## src/rtl/mprj_checkbit_monitor.sv

```systemverilog
// Checkpoint monitor for the 16-bit checkbits pad field: synchronizes, debounces and
// tracks the START_CODE -> END_CODE sequence with sticky pass/fail/timeout flags and an IRQ pulse.
module mprj_checkbit_monitor #(
  parameter logic [15:0]       START_CODE = 16'hAB60,
  parameter logic [15:0]       END_CODE   = 16'hAB6A,
  parameter int unsigned       STABLE_CYC = 4,
  parameter int unsigned       TOUT_W     = 24,
  parameter logic [TOUT_W-1:0] TOUT_CYC   = TOUT_W'(30000)
) (
  input  logic        wb_clk_i,
  input  logic        wb_rst_i,
  input  logic [15:0] chk_io_i,
  input  logic        cfg_enable,
  input  logic        cfg_clear,
  output logic        mon_started,
  output logic        mon_pass,
  output logic        mon_fail,
  output logic        mon_timeout,
  output logic [15:0] mon_last_code,
  output logic [3:0]  mon_step,
  output logic        mon_irq
);

  localparam int unsigned       STAB_W    = $clog2(STABLE_CYC + 1);
  localparam logic [STAB_W-1:0] STAB_TGT  = STAB_W'(STABLE_CYC);
  localparam logic [TOUT_W-1:0] TOUT_LAST = TOUT_CYC - TOUT_W'(1);
  localparam logic [TOUT_W-1:0] TOUT_MAX  = '1;

  typedef enum logic [2:0] {
    IDLE  = 3'd0,
    ARMED = 3'd1,
    PASS  = 3'd2,
    FAIL  = 3'd3,
    TOUT  = 3'd4
  } state_t;

  state_t              state_q, state_d;
  logic [15:0]         s1_q, s1_d, s2_q, s2_d;
  logic [STAB_W-1:0]   stab_q, stab_d;
  logic [TOUT_W-1:0]   tout_q, tout_d;
  logic [15:0]         last_q, last_d;
  logic [3:0]          step_q, step_d;
  logic                started_q, started_d;
  logic                pass_q, pass_d;
  logic                fail_q, fail_d;
  logic                timeout_q, timeout_d;
  logic                irq_q, irq_d;
  logic                acc_stb_c;

  // A word is accepted once when it has been stable STABLE_CYC samples and differs from the last one
  assign acc_stb_c = (stab_q == STAB_TGT) && (s2_q != last_q);

  always_comb begin
    state_d   = state_q;
    s1_d      = chk_io_i;
    s2_d      = s1_q;
    stab_d    = STAB_W'(1);
    tout_d    = '0;
    last_d    = last_q;
    step_d    = step_q;
    started_d = started_q;
    pass_d    = pass_q;
    fail_d    = fail_q;
    timeout_d = timeout_q;
    irq_d     = 1'b0;

    // Stability counter saturates at the target so it cannot wrap back into a new accept
    if (s1_q == s2_q) begin
      stab_d = (stab_q == STAB_TGT) ? stab_q : stab_q + STAB_W'(1);
    end

    if (acc_stb_c) begin
      last_d = s2_q;
    end

    if (state_q == ARMED) begin
      tout_d = (tout_q == TOUT_MAX) ? tout_q : tout_q + TOUT_W'(1);
    end

    if (cfg_clear) begin
      state_d   = IDLE;
      tout_d    = '0;
      step_d    = '0;
      started_d = 1'b0;
      pass_d    = 1'b0;
      fail_d    = 1'b0;
      timeout_d = 1'b0;
    end else begin
      unique case (state_q)
        IDLE: begin
          if (acc_stb_c && (s2_q == START_CODE)) begin
            state_d   = ARMED;
            started_d = 1'b1;
            step_d    = START_CODE[3:0];
            tout_d    = '0;
          end
        end
        ARMED: begin
          if (acc_stb_c) begin
            tout_d = '0;
            if (s2_q == END_CODE) begin
              state_d = PASS;
              pass_d  = 1'b1;
              step_d  = END_CODE[3:0];
              irq_d   = 1'b1;
            end else if ((s2_q[15:4] == START_CODE[15:4]) && (s2_q[3:0] > step_q)) begin
              step_d = s2_q[3:0];
            end else begin
              state_d = FAIL;
              fail_d  = 1'b1;
              irq_d   = 1'b1;
            end
          end else if (tout_q == TOUT_LAST) begin
            state_d   = TOUT;
            timeout_d = 1'b1;
            irq_d     = 1'b1;
          end
        end
        default: ;
      endcase
    end

    // Disable wipes everything, including sync and debounce history
    if (!cfg_enable) begin
      state_d   = IDLE;
      s1_d      = '0;
      s2_d      = '0;
      stab_d    = '0;
      tout_d    = '0;
      last_d    = '0;
      step_d    = '0;
      started_d = 1'b0;
      pass_d    = 1'b0;
      fail_d    = 1'b0;
      timeout_d = 1'b0;
      irq_d     = 1'b0;
    end
  end

  always_ff @(posedge wb_clk_i) begin
    if (wb_rst_i) begin
      state_q   <= IDLE;
      s1_q      <= '0;
      s2_q      <= '0;
      stab_q    <= '0;
      tout_q    <= '0;
      last_q    <= '0;
      step_q    <= '0;
      started_q <= 1'b0;
      pass_q    <= 1'b0;
      fail_q    <= 1'b0;
      timeout_q <= 1'b0;
      irq_q     <= 1'b0;
    end else begin
      state_q   <= state_d;
      s1_q      <= s1_d;
      s2_q      <= s2_d;
      stab_q    <= stab_d;
      tout_q    <= tout_d;
      last_q    <= last_d;
      step_q    <= step_d;
      started_q <= started_d;
      pass_q    <= pass_d;
      fail_q    <= fail_d;
      timeout_q <= timeout_d;
      irq_q     <= irq_d;
    end
  end

  assign mon_started   = started_q;
  assign mon_pass      = pass_q;
  assign mon_fail      = fail_q;
  assign mon_timeout   = timeout_q;
  assign mon_last_code = last_q;
  assign mon_step      = step_q;
  assign mon_irq       = irq_q;

endmodule

```

## config.mk

```make
export PLATFORM = sky130hd
export DESIGN_NAME = mprj_checkbit_monitor
export DESIGN_NICKNAME = d
export VERILOG_FILES = /design/src/rtl/mprj_checkbit_monitor.sv
export SDC_FILE = /design/constraint.sdc
export NUM_CORES = 1
export LEC_CHECK = 0
export CAP_MARGIN = 20
export CORE_UTILIZATION = 40
export CTS_CLUSTER_DIAMETER = 100
export DETAILED_ROUTE_END_ITERATION = 10
export PLACE_DENSITY = 0.58
export SKIP_LAST_GASP = 1
export SYNTH_ARGS = -nofsm -noshare
export SYNTH_HDL_FRONTEND = slang
export SYNTH_SLANG_ARGS = --single-unit
export TNS_END_PERCENT = 30
```

## constraint.sdc

```tcl
create_clock -name wb_clk_i -period 5.6 [get_ports wb_clk_i]
set_clock_uncertainty 0.2 [all_clocks]
set_input_delay 0.84 -clock wb_clk_i [delete_from_list [all_inputs] [get_ports wb_clk_i]]
set_output_delay 0.84 -clock wb_clk_i [all_outputs]
set_load 0.02 [all_outputs]
```

==> impl_metrics.env <==
export IMPL_drive_above_1_share=0.0767
export IMPL_drtIter0Drc=48
export IMPL_grt_first_pass_wirelength_um=12500
export IMPL_netlist_instances=399
export IMPL_num_antenna_cells=0
export IMPL_met3_length_um=269
export IMPL_ys_seq_elements=87
export IMPL_hold_class="register to register"
export IMPL_grt_usage=0.165
export IMPL_ys_types=48
export IMPL_worst_setup_path_end_kind="register"
export IMPL_min_delay_start="mon_timeout"
export IMPL_rows=35
export IMPL_ys_warn_count=0
export IMPL_cts_buffers=9
export IMPL_p_seq_frac=0.578
export IMPL_ant_nets=0
export IMPL_grt_max_degree=35
export IMPL_maxCapViolCount=0
export IMPL_antenna_found_initial=0
export IMPL_cts_max_path_buffers=2
export IMPL_dr_wl_met2_um=3530
export IMPL_p_sw_mw=0.270
export IMPL_start_util=0.410
export IMPL_seq_area_frac_synth=0.462
export IMPL_slowest_stage="clkdlybuf4s50_1"
export IMPL_hold_violations=0
export IMPL_post_route_drc_count=0
export IMPL_via_count=2810
export IMPL_max_freq_mhz=335
export IMPL_rsz0062_at_grt="no"
export IMPL_tritoncts="yes"
export IMPL_crit_type="primary input to register"
export IMPL_cts_sinks=87
export IMPL_switching_share=0.247
export IMPL_synth_area_per_cell_um2=9.44
export IMPL_synth_edff_count=0
export IMPL_startpoint="cfg_enable"
export IMPL_required_ns=5.68
export IMPL_synthFlopType="dfxtp_1"
export IMPL_whs_path_depth=2
export IMPL_syn_num_nets=426
export IMPL_setup_tns_final_ns=0
export IMPL_clkLatencyLatePin_ns=0.37
export IMPL_die_area_um2=9810
export IMPL_status="finished clean"
export IMPL_routed_via_density=5.07
export IMPL_io_buffers=44
export IMPL_cts_hold_buffers=0
export IMPL_irDropWorstVdd_uv=123
export IMPL_fin_crit_sh=0.533
export IMPL_powerDensity_nw_per_um2=245
export IMPL_fin_crit_ns=2.98
export IMPL_first_pass_iters=4
export IMPL_hpwl_um=5480
export IMPL_rrSetupSlack_ns=3.18
export IMPL_cts_root_buf="clkbuf_8"
export IMPL_post_cts_resized=0
export IMPL_p_int_mw=0.823
export IMPL_cts_reportedPaths_clkPinSlew_ns=0.10
export IMPL_grt_pass1_vias=2743
export IMPL_worstMarginPinSlew_ns=0.977
export IMPL_start_kind="primary input"
export IMPL_drt_total_wl_um=7440
export IMPL_cts_setup_buffers=0
export IMPL_die_w_um=99.0
export IMPL_place_congestion=0.752
export IMPL_report_final_slew_viol_count=0
export IMPL_setup_viol=0
export IMPL_relSlewSlack=0.348
export IMPL_layout_nets=465
export IMPL_pin_count=45
export IMPL_dr_max_layer_used="met4"
export IMPL_power_clock_fraction=0.382
export IMPL_worst_path_max_fanout=34
export IMPL_synthToLayoutAreaGrowth_pct=18.5
export IMPL_die_h_um=99.0
export IMPL_postSynth_asyncResetShare=0
export IMPL_worstPathArrival_ns=3.06
export IMPL_slowest_delay_ns=0.47
export IMPL_timing_rr_start="tout_q[0]"
export IMPL_p_leak_nw=1.56
export IMPL_worstPathCellList="clkdlybuf4s50_1, nor2b_2, buf_4, nand2b_1, nor2_1, o21ai_2, nor3b_1"
export IMPL_wl_per_cell_um=13.4
export IMPL_wl_met1_um=3440
export IMPL_overflow=0
export IMPL_core_area_um2=9200
export IMPL_reg2regPathDepth=7
export IMPL_htree_levels=3
export IMPL_holdWs_ns=0.253
export IMPL_synth_area_um2=3770
export IMPL_combPwrFrac=0.040
[power by group through the flow]
stage	registers, mW	logic, mW	clock network (mW)
detailed placement	0.646	0.0446	0
global route	0.633	0.0490	0.461
finish	0.632	0.0439	0.418
floorplan	0.644	0.0261	0
CTS	0.632	0.0447	0.431
global placement	0.646	0.0438	0
[Yosys cell counts (2+ instances only)]
master,number,area share
a211oi_1,2,0.0040
a21oi_1,13,0.017
a31oi_1,4,0.0066
and2_1,34,0.056
and3_1,5,0.0083
and3_4,2,0.0060
and4_1,4,0.0093
and4_4,2,0.0060
and4bb_2,2,0.0066
buf_2,8,0.011
clkbuf_1,8,0.0080
dfxtp_1,87,0.46
ha_1,7,0.023
inv_1,10,0.010
mux2i_1,20,0.053
nand2_1,25,0.025
nand2b_1,3,0.0050
nand3_1,10,0.013
nand3_2,2,0.0053
nand4_1,9,0.015
nor2_1,45,0.045
nor2b_1,2,0.0033
nor3_1,5,0.0066
nor4_1,6,0.010
nor4_2,2,0.0066
o211ai_1,2,0.0040
o21ai_0,7,0.0093
or3_1,7,0.012
xnor2_1,24,0.056
xor2_1,24,0.056
[layer usage]
layer | GRT usage | up-vias
li1 | - | 1434
met1 | 0.194 | 1304
met2 | 0.276 | 57
met3 | 0.0511 | 15
met4 | 0.0712 | 0
met5 | 0 | -
[flip-flops by register name, indices dropped and copies added (netlist names), 3 cells and up]
signal         count
mon_last_code     16
mon_step           4
s1_q              16
s2_q              16
stab_q             3
state_q            3
tout_q            24
[worst max-delay path, delay by kind of cell]
family          cells  cell delay [ns]
simple gates        4             1.08
buf+inv             2             0.75
compound gates      1             0.38
[cell type report]
cell class / instances / area, um^2
Fill cell: 886 / 4730
Inverter: 10 / 37.5
Clock inverter: 7 / 62.6
Tap cell: 111 / 139
Multi-Input combinational cell: 284 / 1900
Timing Repair Buffer: 46 / 455
Clock buffer: 9 / 124
Sequential cell: 87 / 1740
[cells by family after synthesis]
| group | synth area share |
|---|---|
| compound gates | 0.0565 |
| buf+inv | 0.0336 |
| fa+ha+maj | 0.0233 |
| flops | 0.462 |
| xor+xnor | 0.112 |
| mux | 0.0532 |
| simple gates | 0.259 |
[path summary, 6_finish.rpt]
check / endpoint
hold / removal: mon_timeout
setup reg to reg: tout_q[3]
hold reg to reg: mon_timeout
setup / recovery: tout_q[2]
[per-stage QoR]
step	setup WS [ns]	cell area, um^2	total power [mW]	instances	util
final	2.62	4460	1.09	554	0.485
after global routing	2.36	4460	1.14	554	0.485
after CTS	2.56	4460	1.11	554	0.485
after detailed placement	2.19	4280	0.691	538	0.465
after global placement	2.29	4280	0.690	538	0.465
after floorplan	3.24	3770	0.670	399	-
[cells in the final DEF (no fill, tap or decap), drive strengths merged, types with 7 or more instances in the layout]
master / n
a21oi: 13
and2: 34
and3: 7
and4: 7
clkbuf: 9
clkdlybuf4s50: 44
dfxtp: 87
ha: 7
inv: 15
mux2i: 20
nand2: 25
nand3: 12
nand4: 9
nor2: 46
nor4: 8
o21ai: 8
or3: 7
xnor2: 24
xor2: 24
Power figures use the tool's default switching activity.
